`config.mk`:
```
export PLATFORM = sky130hd
export DESIGN_NAME = adc_packetizer
export DESIGN_NICKNAME = d
export VERILOG_FILES = /design/src/rtl/adc_packetizer.sv
export SDC_FILE = /design/constraint.sdc
export NUM_CORES = 2
export LEC_CHECK = 0
export BUFFER_PORTS_ARGS = -buffer_cell sky130_fd_sc_hd__buf_2
export CORE_ASPECT_RATIO = 2
export CORE_UTILIZATION = 55
export DETAILED_ROUTE_END_ITERATION = 7
export GPL_TIMING_DRIVEN = 0
export PLACE_DENSITY = 0.77
export REMOVE_ABC_BUFFERS = 1
export SYNTH_ARGS = -nofsm -noshare
export SYNTH_HDL_FRONTEND = slang
export SYNTH_SLANG_ARGS = --single-unit
```
`constraint.sdc`:
```
create_clock -name clk -period 35.3 [get_ports clk]
set_input_delay 1.765 -clock clk [delete_from_list [all_inputs] [get_ports clk]]
set_output_delay 1.765 -clock clk [all_outputs]
set_load 0.02 [all_outputs]
```
`src/rtl/adc_packetizer.sv`:
```
// Packs a free-running 32-bit ADC sample stream into triggered 512-bit Avalon-ST packets.
// Beats completed while the output register is still occupied are dropped and counted.
module adc_packetizer #(
  parameter int unsigned SAMPLES_PER_BEAT = 16,
  parameter int unsigned LEN_W            = 16
) (
  input  logic                           clk,
  input  logic                           reset,
  input  logic                           arm,
  input  logic [LEN_W-1:0]               pkt_len,
  input  logic                           trigger,
  input  logic [31:0]                    sample_data,
  input  logic                           sample_valid,
  output logic [32*SAMPLES_PER_BEAT-1:0] st_data,
  output logic                           st_valid,
  input  logic                           st_ready,
  output logic                           st_startofpacket,
  output logic                           st_endofpacket,
  output logic [5:0]                     st_empty,
  output logic                           busy,
  output logic                           overflow,
  input  logic                           clr_overflow,
  output logic [LEN_W-1:0]               drop_count
);

  localparam int unsigned IDX_W = $clog2(SAMPLES_PER_BEAT);

  typedef enum logic [1:0] {IDLE, ARMED, CAPTURE} state_t;

  state_t                                 state, state_nxt;
  logic [LEN_W-1:0]                       remaining;
  logic [IDX_W-1:0]                       idx;
  logic [IDX_W-1:0]                       slot_sel;
  logic [SAMPLES_PER_BEAT-1:0][31:0]      beat_buf, beat_merged;
  logic                                   first_beat;
  logic                                   arm_ok, take, last, complete, load;
  logic [5:0]                             empty_nxt;

  always_comb begin
    arm_ok   = (state == IDLE) && arm && (pkt_len != '0);
    take     = sample_valid && ((state == CAPTURE) || ((state == ARMED) && trigger));
    last     = (remaining == LEN_W'(1));
    complete = take && ((idx == IDX_W'(SAMPLES_PER_BEAT - 1)) || last);
    load     = complete && (!st_valid || st_ready);
    // Slot 0 lives in the most significant word, so packed index runs backwards.
    slot_sel = IDX_W'(SAMPLES_PER_BEAT - 1) - idx;
    beat_merged           = beat_buf;
    beat_merged[slot_sel] = sample_data;
    empty_nxt = last ? 6'({slot_sel, 2'b00}) : '0;
  end

  always_comb begin
    state_nxt = state;
    unique case (state)
      IDLE:    if (arm_ok) state_nxt = ARMED;
      ARMED:   if (trigger) state_nxt = CAPTURE;
      CAPTURE: state_nxt = CAPTURE;
      default: state_nxt = IDLE;
    endcase
    if (take && last) state_nxt = IDLE;
  end

  always_ff @(posedge clk or posedge reset) begin
    if (reset) state <= IDLE;
    else       state <= state_nxt;
  end

  // Buffer is cleared at every beat boundary so unused slots of a short eop beat read 0.
  always_ff @(posedge clk or posedge reset) begin
    if (reset) begin
      remaining  <= '0;
      idx        <= '0;
      beat_buf   <= '0;
      first_beat <= 1'b0;
    end else if (arm_ok) begin
      remaining  <= pkt_len;
      idx        <= '0;
      beat_buf   <= '0;
      first_beat <= 1'b1;
    end else if (take) begin
      remaining <= remaining - LEN_W'(1);
      if (complete) begin
        idx        <= '0;
        beat_buf   <= '0;
        first_beat <= 1'b0;
      end else begin
        idx      <= idx + IDX_W'(1);
        beat_buf <= beat_merged;
      end
    end
  end

  always_ff @(posedge clk or posedge reset) begin
    if (reset) begin
      st_valid         <= 1'b0;
      st_data          <= '0;
      st_startofpacket <= 1'b0;
      st_endofpacket   <= 1'b0;
      st_empty         <= '0;
    end else if (load) begin
      st_valid         <= 1'b1;
      st_data          <= beat_merged;
      st_startofpacket <= first_beat;
      st_endofpacket   <= last;
      st_empty         <= empty_nxt;
    end else if (st_ready) begin
      st_valid <= 1'b0;
    end
  end

  always_ff @(posedge clk or posedge reset) begin
    if (reset) begin
      overflow   <= 1'b0;
      drop_count <= '0;
    end else if (clr_overflow) begin
      overflow   <= 1'b0;
      drop_count <= '0;
    end else if (complete && !load) begin
      overflow <= 1'b1;
      if (drop_count != '1) drop_count <= drop_count + LEN_W'(1);
    end
  end

  assign busy = (state != IDLE);

endmodule

```
==> summary.txt <==
Outcome
  – Outcome: complete, no violations

Timing
  – Final min period: just under 5 ns
  – Final WS setup: 30.38 ns
  – RSZ-0062 raised after global routing: no
  – Hold Vio Cnt, Final: 0
  – Post-route setup TNS: 0 ns
  – Worst Skew: about 0.032 ns
  – Final setup viols: 0
  – FMAX: ~200 MHz
  – Max_slew headroom: 10.07%
  – Worst-margin pin slew: approximately 1.3 ns
  – WHS: 0.4781 ns
  – Tcrit/Tclk final: between 10% and 20%
  – Final max-slew violation count: 0

Logic synthesis
  – Largest area contributor in the netlist: dfrtp_1
  – Ys async rst share: 100.0%
  – Post-Syn Area: approximately 44000 um2
  – Area share of the largest cell type after synthesis: between 60% and 70%
  – FF+latch count, synth: 1071
  – Ys flop type: dfrtp_1
  – Seq/Total Area, Yosys: a little over 60%
  – Most common cell in the netlist: dfrtp_1
  – Ys Warns: 0
  – EDFF count, synth: 0
  – Post-synthesis cell type count: between 40 and 50
  – Mapped Cells: roughly 3800
  – Commonest cells in the netlist: 1071 x dfrtp_1, 593 x nand2_1, 513 x mux2i_1, 499 x o21ai_1, 416 x o2bb2ai_1
  – Mean area per synthesized cell: roughly 12 um2
  – Synth area leaders: dfrtp_1 61%, mux2i_1 12%, o2bb2ai_1 8.2%

Global routing
  – Largest net degree at the start of global routing: roughly 140
  – Grt total ovfl: 0
  – Vias in the first global route: around 34000
  – Initial antenna violation count: 0
  – First-pass GRT wire length: between 200000 and 250000 um
  – GRT Total Usage: a little over a third

Floorplanning
  – Die Ht: between 400 and 500 um
  – Die area: 81630 um2
  – Starting Density: between 50% and 60%
  – Row count: about 150
  – Core ar.: around 80000 um2
  – Die width: a little over 200 um
  – Io pins: roughly 590

Critical path
  – Worst path cell trace: buf_2 > nor4_1 > a41oi_4 > buf_16 > buf_16 > nor2_4 > buf_12 > nand2_1 > o2bb2ai_1
  – WP data required: about 36 ns
  – Reg2reg setup slack: between 30 and 40 ns
  – Worst EP arrival: 5.50 ns
  – Max incr delay on CP: 0.75 ns
  – CP startpoint kind: input pin
  – Max FO, Critical Path: 33
  – CP Capture Type: register
  – Slowest-stage cell, CP: nor4_1
  – Critical path's most frequent cell: buf_16
  – CP Class: input pin to register

Clock network
  – Reg clk slew, reported paths: ~0.070 ns
  – Sink Count: 1071
  – Hold_buf cts: 0
  – Max Buffers Root-to-Sink: 3
  – Post-CTS Resized: 0
  – Root Buffer: clkbuf_16
  – CTS buffer count: between 90 and 100
  – H-Tree Depth: 3
  – CTS tree: built
  – Clock latency on the worst-skew pair: approximately 0.70 ns
  – Number of setup buffers added after CTS: 0

Place
  – RD Place Congestion: around 0.84
  – Hpwl dp: between 90000 and 100000 um
  – Pre-CTS WS: 29.80 ns
  – DP Cell Count: 5141
  – I/O Buffers: approximately 590

Power
  – Max VDD drop: 0.00005255 V
  – Leak Pwr: 0.02634 uW
  – Pwr dens: just over 60 nW/um2

Routing
  – Vias per cell: 6.250
  – DRT iter0 DRCs: slightly above 3000
  – Detail Route Antenna Nets: 0
  – Detailed Routing Iterations Pass 1: 6
  – WL/cell: 27.02 um
  – WL final: between 100000 and 150000 um
  – Vias after detailed routing: 33170
  – Post-route DRC: 0

Flow run
  – Max_cap viols: 0

Cells and area
  – # fillers: approximately 6000
  – Layout Area Growth over Synthesis: 17.59%
  – Layout Cells excl Fill: ~5300
  – Layout cell share with drive strength beyond 1: 20.44%
  – Diode count: 0
  – Final #Nets: ~4300

Hold path
  – Worst min path class: register to register
## worst max-delay path: cells and delay by family
family	cells	cell delay, ns
and+or+nand+nor	3	1.70
AOI/OAI and AO/OA	2	1.04
buffers and inverters	4	0.91
## metrics by stage
step	total power (uW)	utilization [%]	instance area [um2]
after detailed placement	2156	61.59	48940
after floorplan	1781	-	42630
final	3204	65.46	52020
after global routing	3286	65.46	52020
after global placement	2062	59.00	46880
after CTS	3197	65.46	52020
## per-layer routing
metal | wire (um) | vias up | GRT usage, %
met2 | 66890 | 1691 | 55.22
li1 | - | 14280 | -
met5 | 0 | - | 0
met4 | 8239 | 0 | 19.10
met3 | 13050 | 426 | 8.094
met1 | 55230 | 16780 | 45.83
## where the power goes
group,internal (uW),total [uW],switching (uW)
Sequential,1320,1390,66.8
Combinational,256,765,510
Clock,571,1050,479
Total,2150,3200,1060
## sequential cells by signal, summed over array words and instances, names as in the netlist, 2 cells and up
register,count
drop_count,16
st_empty,4
st_data,512
beat_buf,512
remaining,16
state,2
idx,4
## cell type report
class                      instances  area [um2]  area share (%)
clock inverter                    40       396.6          0.7625
timing repair buffer             661        4624           8.890
inverter                          14       60.06          0.1155
tap                             1036        1296           2.492
sequential                      1071       26800           51.52
multi-input combinational       2359       16160           31.07
clock buffer                     127        2676           5.145
## worst paths after layout
path,cells after the start,endpoint,start
max,9,beat_buf[207],pkt_len[0]
min,2,st_data[282],st_data[282]
max reg2reg,9,st_data[238],remaining[4]
min reg2reg,2,st_data[282],st_data[282]
max in group asynchronous,5,beat_buf[459],reset
min in group asynchronous,2,st_data[24],reset
## layout by cell type (no fill, tap or decap), types with 14 or more instances in the layout
| cell | synthesis | layout |
|---|---|---|
| or4_1 | 17 | 17 |
| mux2i_1 | 513 | 513 |
| o2bb2ai_1 | 416 | 416 |
| clkbuf_8 | 0 | 20 |
| clkbuf_16 | 0 | 94 |
| clkinv_2 | 0 | 24 |
| a22o_1 | 64 | 64 |
| a21oi_4 | 0 | 14 |
| and2_1 | 37 | 33 |
| a21oi_1 | 32 | 18 |
| o21ai_0 | 41 | 41 |
| buf_12 | 0 | 18 |
| nand3_1 | 34 | 23 |
| o21ai_1 | 499 | 499 |
| buf_2 | 86 | 591 |
| nand2_1 | 593 | 582 |
| dfrtp_1 | 1071 | 1071 |
| buf_16 | 0 | 45 |
## logic make-up after synthesis
family                     after synthesis  synth area share, %
AOI/OAI and AO/OA                     1074                16.36
xor gates and xnor gates                15               0.2970
adders and majority gates               11               0.3111
buffers and inverters                  408                3.756
DFF                                   1071                60.59
muxes                                  516                11.69
other                                    1             0.008477
and+or+nand+nor                        741                6.986
Note: power is estimated with default switching activity, not from simulation.
